### config.mk
export PLATFORM = sky130hd
export DESIGN_NAME = serial_add_sub_flat
export DESIGN_NICKNAME = d
export VERILOG_FILES = /design/src/rtl/serial_add_sub_if.sv /design/src/rtl/serial_add_sub.sv /design/src/flat_wrapper.sv
export SDC_FILE = /design/constraint.sdc
export NUM_CORES = 1
export LEC_CHECK = 0
export ABC_AREA = 1
export CAP_MARGIN = 20
export CORE_MARGIN = 1
export CORE_UTILIZATION = 40
export DETAILED_ROUTE_END_ITERATION = 10
export GPL_ROUTABILITY_DRIVEN = 1
export GPL_TIMING_DRIVEN = 0
export SYNTH_ARGS = -nofsm -noshare
export SYNTH_HDL_FRONTEND = slang
export SYNTH_SLANG_ARGS = --single-unit
### constraint.sdc
create_clock -name clk -period 1.5 [get_ports clk]
set_input_delay 0.3 -clock clk [delete_from_list [all_inputs] [get_ports clk]]
set_output_delay 0.3 -clock clk [all_outputs]
set_load 0.01 [all_outputs]
### src/rtl/serial_add_sub_if.sv
// Operand/result bundle for the bit-serial adder/subtractor.
// The master issues operations; the slave (the adder) reports status and results.
interface serial_add_sub_if #(
    parameter int WIDTH = 8
);
    logic             start;
    logic             sub;
    logic [WIDTH-1:0] a;
    logic [WIDTH-1:0] b;
    logic             busy;
    logic             done;
    logic [WIDTH-1:0] result;
    logic             carry_out;
    logic             overflow;

    modport master (
        output start, sub, a, b,
        input  busy, done, result, carry_out, overflow
    );

    modport slave (
        input  start, sub, a, b,
        output busy, done, result, carry_out, overflow
    );
endinterface

### src/rtl/serial_add_sub.sv
// Bit-serial two's-complement adder/subtractor: one full-adder slice, LSB first,
// WIDTH cycles per operation, one-cycle done pulse with registered results.
module serial_add_sub #(
    parameter int WIDTH = 8
) (
    input  logic               clk,
    input  logic               rst,
    serial_add_sub_if.slave    bus
);
    localparam int CW = (WIDTH > 1) ? $clog2(WIDTH) : 1;
    localparam logic [CW-1:0] LAST_BIT = CW'(WIDTH - 1);

    typedef enum logic [1:0] {
        IDLE = 2'd0,
        RUN  = 2'd1,
        DONE = 2'd2
    } state_t;

    state_t           state_reg, state_next;
    logic [WIDTH-1:0] opa_reg, opa_next;
    logic [WIDTH-1:0] opb_reg, opb_next;
    logic [WIDTH-1:0] sum_reg, sum_next;
    logic             c_reg, c_next;
    logic [CW-1:0]    cnt_reg, cnt_next;
    logic [WIDTH-1:0] result_reg, result_next;
    logic             carry_reg, carry_next;
    logic             ovf_reg, ovf_next;

    logic [WIDTH-1:0] b_inv;
    logic             bit_sum;
    logic             bit_carry;

    // Subtraction is a + ~b + 1: invert b here, the +1 enters as the initial carry.
    genvar gi;
    generate
        for (gi = 0; gi < WIDTH; gi++) begin : g_b_inv
            assign b_inv[gi] = bus.b[gi] ^ bus.sub;
        end
    endgenerate

    assign bit_sum   = opa_reg[0] ^ opb_reg[0] ^ c_reg;
    assign bit_carry = (opa_reg[0] & opb_reg[0]) | (opa_reg[0] & c_reg) | (opb_reg[0] & c_reg);

    always_ff @(posedge clk) begin
        if (rst) begin
            state_reg  <= IDLE;
            opa_reg    <= '0;
            opb_reg    <= '0;
            sum_reg    <= '0;
            c_reg      <= 1'b0;
            cnt_reg    <= '0;
            result_reg <= '0;
            carry_reg  <= 1'b0;
            ovf_reg    <= 1'b0;
        end else begin
            state_reg  <= state_next;
            opa_reg    <= opa_next;
            opb_reg    <= opb_next;
            sum_reg    <= sum_next;
            c_reg      <= c_next;
            cnt_reg    <= cnt_next;
            result_reg <= result_next;
            carry_reg  <= carry_next;
            ovf_reg    <= ovf_next;
        end
    end

    always_comb begin
        state_next  = state_reg;
        opa_next    = opa_reg;
        opb_next    = opb_reg;
        sum_next    = sum_reg;
        c_next      = c_reg;
        cnt_next    = cnt_reg;
        result_next = result_reg;
        carry_next  = carry_reg;
        ovf_next    = ovf_reg;

        case (state_reg)
            IDLE, DONE: begin
                if (bus.start) begin
                    opa_next   = bus.a;
                    opb_next   = b_inv;
                    c_next     = bus.sub;
                    cnt_next   = '0;
                    sum_next   = '0;
                    state_next = RUN;
                end else begin
                    state_next = IDLE;
                end
            end
            RUN: begin
                c_next   = bit_carry;
                sum_next = {bit_sum, sum_reg[WIDTH-1:1]};
                opa_next = opa_reg >> 1;
                opb_next = opb_reg >> 1;
                if (cnt_reg == LAST_BIT) begin
                    // On the MSB step c_reg is exactly the carry into the MSB.
                    result_next = {bit_sum, sum_reg[WIDTH-1:1]};
                    carry_next  = bit_carry;
                    ovf_next    = c_reg ^ bit_carry;
                    state_next  = DONE;
                end else begin
                    cnt_next = cnt_reg + 1'b1;
                end
            end
            default: state_next = IDLE;
        endcase
    end

    assign bus.busy      = (state_reg == RUN);
    assign bus.done      = (state_reg == DONE);
    assign bus.result    = result_reg;
    assign bus.carry_out = carry_reg;
    assign bus.overflow  = ovf_reg;
endmodule

### src/flat_wrapper.sv
// flat-port wrapper written by rule: the top's interface ports become plain ports
module serial_add_sub_flat 
#(
    parameter int WIDTH = 8
)
  (clk, rst, bus_start, bus_sub, bus_a, bus_b, bus_busy, bus_done, bus_result, bus_carry_out, bus_overflow);
  serial_add_sub_if #(.WIDTH(WIDTH)) bus_i ();
  input  logic clk;
  input  logic rst;
  input wire logic [$bits(bus_i.start)-1:0] bus_start;
  input wire logic [$bits(bus_i.sub)-1:0] bus_sub;
  input wire logic [$bits(bus_i.a)-1:0] bus_a;
  input wire logic [$bits(bus_i.b)-1:0] bus_b;
  output wire logic [$bits(bus_i.busy)-1:0] bus_busy;
  output wire logic [$bits(bus_i.done)-1:0] bus_done;
  output wire logic [$bits(bus_i.result)-1:0] bus_result;
  output wire logic [$bits(bus_i.carry_out)-1:0] bus_carry_out;
  output wire logic [$bits(bus_i.overflow)-1:0] bus_overflow;
  assign bus_i.start = bus_start;
  assign bus_i.sub = bus_sub;
  assign bus_i.a = bus_a;
  assign bus_i.b = bus_b;
  assign bus_busy = bus_i.busy;
  assign bus_done = bus_i.done;
  assign bus_result = bus_i.result;
  assign bus_carry_out = bus_i.carry_out;
  assign bus_overflow = bus_i.overflow;
  serial_add_sub #(.WIDTH(WIDTH)) u_core (.clk(clk), .rst(rst), .bus(bus_i));
endmodule
## Yosys cells after proc, flatten, opt, wreduce, memory -nomap -nowiden

Cells that the tools add are included.

- Add/sub/neg operators: 1
- Equal/unequal tests: 6
- Muxes and demuxes: 14
- Bitwise gates (word level): 16
- Reductions and logical operators: 6

Operators by type and width:

| cell | number |
|---|---|
| $pmux W8 S2 | 3 |
| $mux W8 | 3 |
| $xor A1 B1 Y1 | 11 |
| $mux W3 | 2 |
| $pmux W3 S2 | 1 |
| $ne A2 B2 Y1 const B | 2 |
| $pmux W2 S2 | 1 |
| $reduce_and A2 Y1 | 2 |
| $add A3 B1 Y3 const B | 1 |
| $and A1 B1 Y1 | 3 |
| $eq A3 B3 Y1 const B | 1 |
| $reduce_and A3 Y1 | 1 |
| $eq A2 B1 Y1 const B | 1 |
| $eq A2 B2 Y1 const B | 1 |
| $logic_not A2 Y1 | 1 |
| $mux W1 | 2 |
| $mux W2 | 1 |
| $ne A2 B1 Y1 const B | 1 |
| $or A1 B1 Y1 | 2 |
| $pmux W1 S2 | 1 |
| $reduce_bool A2 Y1 | 1 |
| $reduce_or A2 Y1 | 1 |

- Bits in registers: 40
- Bits of input ports: 20
- Word-level logic and storage cells: 52

## Logic depth before layout (Yosys ltp)

- Depth in word-level cells: 4
- Depth in mapped cells: 8

## Least setup slack after synthesis

Ideal clock, no wire load.

- Path type: register to register
- Start point: register u_core.c_reg
- End point: register u_core.ovf_reg (netlist: u_core.bus.overflow)
- Setup time: 0.116 ns
- Data arrival time: 1.091 ns
- Data required time: 1.384 ns
- Slack: 0.293 ns
- Stages on the path, launching flop included: 5
- Buffers on the path: 0
- Clock period less this slack: 1.207 ns
- Path through: dfxtp_1 > fa_1 > xor2_1 > nor2_1 > nor2_1

- Longest elaborated chain between the ends: 4
- Elaborated cells between the ends (all ways): 5
- Those cells by class: bitwise: 5

RTL lines:

| what | RTL line | source |
|---|---|---|
| from (decl) | serial_add_sub.sv:23 | `logic c_reg, c_next;` |
| from (signal assigned) | serial_add_sub.sv:60 | `c_reg <= c_next;` |
| $and A1 B1 Y1 | serial_add_sub.sv:42 | `assign bit_carry = (opa_reg[0] & opb_reg[0]) \| (opa_reg[0] & c_reg) \| (opb_reg[0] & c_reg);` |
| $or A1 B1 Y1 | serial_add_sub.sv:42 |  |
| $or A1 B1 Y1 (*) | serial_add_sub.sv:42 |  |
| net u_core.bit_carry | serial_add_sub.sv:31 | `logic bit_carry;` |
| $xor A1 B1 Y1 (*) | serial_add_sub.sv:101 | `ovf_next = c_reg ^ bit_carry;` |
| to (signal assigned) | serial_add_sub.sv:64 | `ovf_reg <= ovf_next;` |
| to (decl) | serial_add_sub.sv:27 | `logic ovf_reg, ovf_next;` |

Mark *: on every way through the listed nets, which the timed path passes. The rest lies on a longest branch.
A chain may end at the register's enable or synchronous reset.

## Worst setup path in the final report

- Start point: register u_core.result_reg[2] (netlist: u_core.bus.result[2])
- End point: output bus_result[2]

RTL lines:

| what | RTL line | source |
|---|---|---|
| from (decl) | serial_add_sub.sv:25 | `logic [WIDTH-1:0] result_reg, result_next;` |
| from (signal assigned) | serial_add_sub.sv:62 | `result_reg <= result_next;` |
| to (decl) | flat_wrapper.sv:16 | `output wire logic [$bits(bus_i.result)-1:0] bus_result;` |

No word-level cell between the ends.

==> summary.md <==
| Metric | Value |
|---|---|
| Run status | finished, final reports clean |
| Tmin final | 1.47 ns |
| Vias | 1566 |
| Clk slew on worst S/H paths | 0.07 ns |
| Non-Filler Instances | 340 |
| Clock Latency Late Sink | 0.29 ns |
| Fin worst setup slack | 0.0346 ns |
| CTS max path bufs | 2 |
| CP required | 1.20 ns |
| Count of input and output buffers | 30 |
| TritonCTS clock tree | yes |
| Commonest non-fill, non-tap cell in the layout | nand2_1 |
| Reg2Reg Depth | 8 |
| Area Growth Syn to Fin | 29.6% |
| Count of final setup violators | 0 |
| Slew Viols, Final | 0 |
| All-Layer GR Usage | 17.3% |
| Pre-CTS setup slack | -0.276 ns |
| CP max stage delay | 0.54 ns |
| Relative slew slack | 58.4% |
| CP max stage cell | clkdlybuf4s50_1 |
| Synth Cell Area | 1760 sq um |
| Root buf cell | clkbuf_8 |
| Sw Ratio | 22.8% |
| GRT overflow | 0 |
| Num CTS Buffers | 5 |
| Int Pwr | 0.00188 W |
| Sequential fraction of the synthesis area | 44.3% |
| Final Wtd Congestion | 0.741 |
| Die H | 68.4 um |
| Setup_tns | 0 ns |
| Combinational share of power | 12.5% |
| Flop pwr share | 45.4% |
| Startpoint types | flip-flop |
| CP Max Fanout | 2 |
| Worst Hold Class | reg -> reg |
| Kind of critical path | reg -> out |
| Total routed wirelength | 3730 um |
| CP arrival | 1.17 ns |
| Peak supply drop | 0.565 mV |
| Largest net degree at the start of global routing | 13 |
| Antenna-violating nets left | 0 |
| CP delay by family, top | buffers and inverters |
| Antenna violations before repair | 0 |
| FF+latch count, synth | 39 |
| Cell Rows | 23 |
| Crit. End Element | output port |
| Max-Cap Viols | 0 |
| Number of synthesis warnings | 0 |
| Global-route wire length before repair | 5830 um |
| Leakage | 1.17 nW |
| Psw | 0.000555 W |
| Final nets | 312 |
| Hold_sp | u_core.opb_reg[7] |
| Number of cells on the worst hold path | 2 |
| Crit-path cells | clkdlybuf4s50_1 |
| Final hold vios | 0 |
| Initial drt markers | 76 |
| Layout cells sized above 1 | 10.0% |
| Syn nets | 274 |
| Worst R2R Setup Slack | 0.18 ns |
| Wire per inst | 11.0 um |
| Post-Syn Instances | 251 |
| Clock network fraction of total power | 42.0% |
| Starting Density | 42.9% |
| PD cells | 1060 nW/um^2 |
| Buffer and inverter count on the worst path | 1 |
| Dpl cells | 331 |
| Fin util | 55.6% |
| Clk sinks | 39 |
| Commonest non-fill, non-tap cells in the layout | nand2_1 (98), dfxtp_1 (37), nand3_1 (31), inv_1 (27), clkdlybuf4s50_1 (22) |
| Library cells used by synthesis | 24 |
| Core box area | 4120 sq um |
| Total die area | 4680 sq um |
| Max Clock Skew | 0.00615 ns |
| Fmax | 682 MHz |
| First drt pass iteration count | 4 |
| Worst-margin pin slew | 0.623 ns |
| Tcrit/Tclk final | 97.7% |
| I/O Pins | 32 |
| Reg-to-Reg End | u_core.bus.result[2] |
| DRC | 0 |
| Worst hold endpoint | u_core.opb_reg[7] |
| Die Wd | 68.4 um |
| Avg Synthesized Cell Area | 7.03 sq um |
| Ant diodes | 0 |
| Htree depth | 2 |
| Detailed Place HPWL | 2690 um |
| R2R Path Start | u_core.cnt_reg[0] |
| Via-per-instance ratio | 4.61 |
| Vias in the first global route | 1289 |
==> metal layers <==
metal  track usage (%)  wire length [um]
met1              24.2              1910
met3              4.50               191
met4              6.25                34
met5                 0                 0
met2              25.1              1590
==> power by group through the flow <==
stage                     sequential [W]  combinational (W)  clock (W)
after floorplan                  0.00112           0.000199          0
after global placement           0.00113           0.000300          0
after detailed placement         0.00113           0.000301          0
after CTS                        0.00111           0.000306    0.00104
after global routing             0.00111           0.000343    0.00109
final                            0.00111           0.000305    0.00102
==> what timing repair did <==
item | in CTS | in global routing
gates resized for setup | 9 | 8
pin swaps | 1 | 0
hold buffers | 0 | 0
setup buffers | 1 | 0
endpoints found under the setup margin | 2 | 14
==> synth_stat cells, drive strengths merged <==
library cell,count,area (sq um)
a21oi,19,110
buf,4,38.8
clkbuf,4,15.0
clkinv,2,8.75
dfxtp,39,781
fa,1,20.0
ha,2,25.0
inv,30,115
nand2,101,397
nand3,31,155
nor2,13,66.3
o21ai,3,15.0
xor2,2,17.5
==> stage by stage <==
step | hold WS [ns] | area, sq um | power (W)
global route | 0.479 | 2290 | 0.00255
global placement | 0.452 | 2130 | 0.00143
CTS | 0.468 | 2270 | 0.00245
floorplan | 0.439 | 1760 | 0.00132
detailed placement | 0.457 | 2130 | 0.00143
finish | 0.465 | 2290 | 0.00243
==> final cells by class <==
type | count | area (sq um)
Buffer | 8 | 60.1
Clock buffer | 6 | 72.6
Clock inverter | 2 | 60.1
Fill cell | 411 | 1830
Inverter | 32 | 124
Multi-Input combinational cell | 172 | 806
Sequential cell | 39 | 786
Tap cell | 50 | 62.6
Timing Repair Buffer | 31 | 317
==> kinds of logic after synthesis <==
kind of cell               share of synthesized area [%]
adders and majority gates                           2.55
buffers and inverters                               10.1
DFF                                                 44.3
xor gates and xnor gates                           0.993
AOI/OAI and AO/OA                                   7.09
and+or+nand+nor                                     35.0
==> worst max-delay path by stage <==
stage,startpoint,to,slack [ns],cells past startpoint
2_1_floorplan,u_core.c_reg,u_core.bus.overflow,0.29,4
3_3_place_gp,bus_start,u_core.opb_reg[0],-0.28,8
3_5_place_dp,bus_start,u_core.opb_reg[0],-0.28,8
4_1_cts,u_core.bus.result[7],bus_result[7],0.01,1
5_1_grt,bus_start,u_core.opb_reg[4],-0.008,8
6_report,u_core.bus.result[2],bus_result[2],0.03,1
Note: power is estimated with default switching activity, not from simulation.
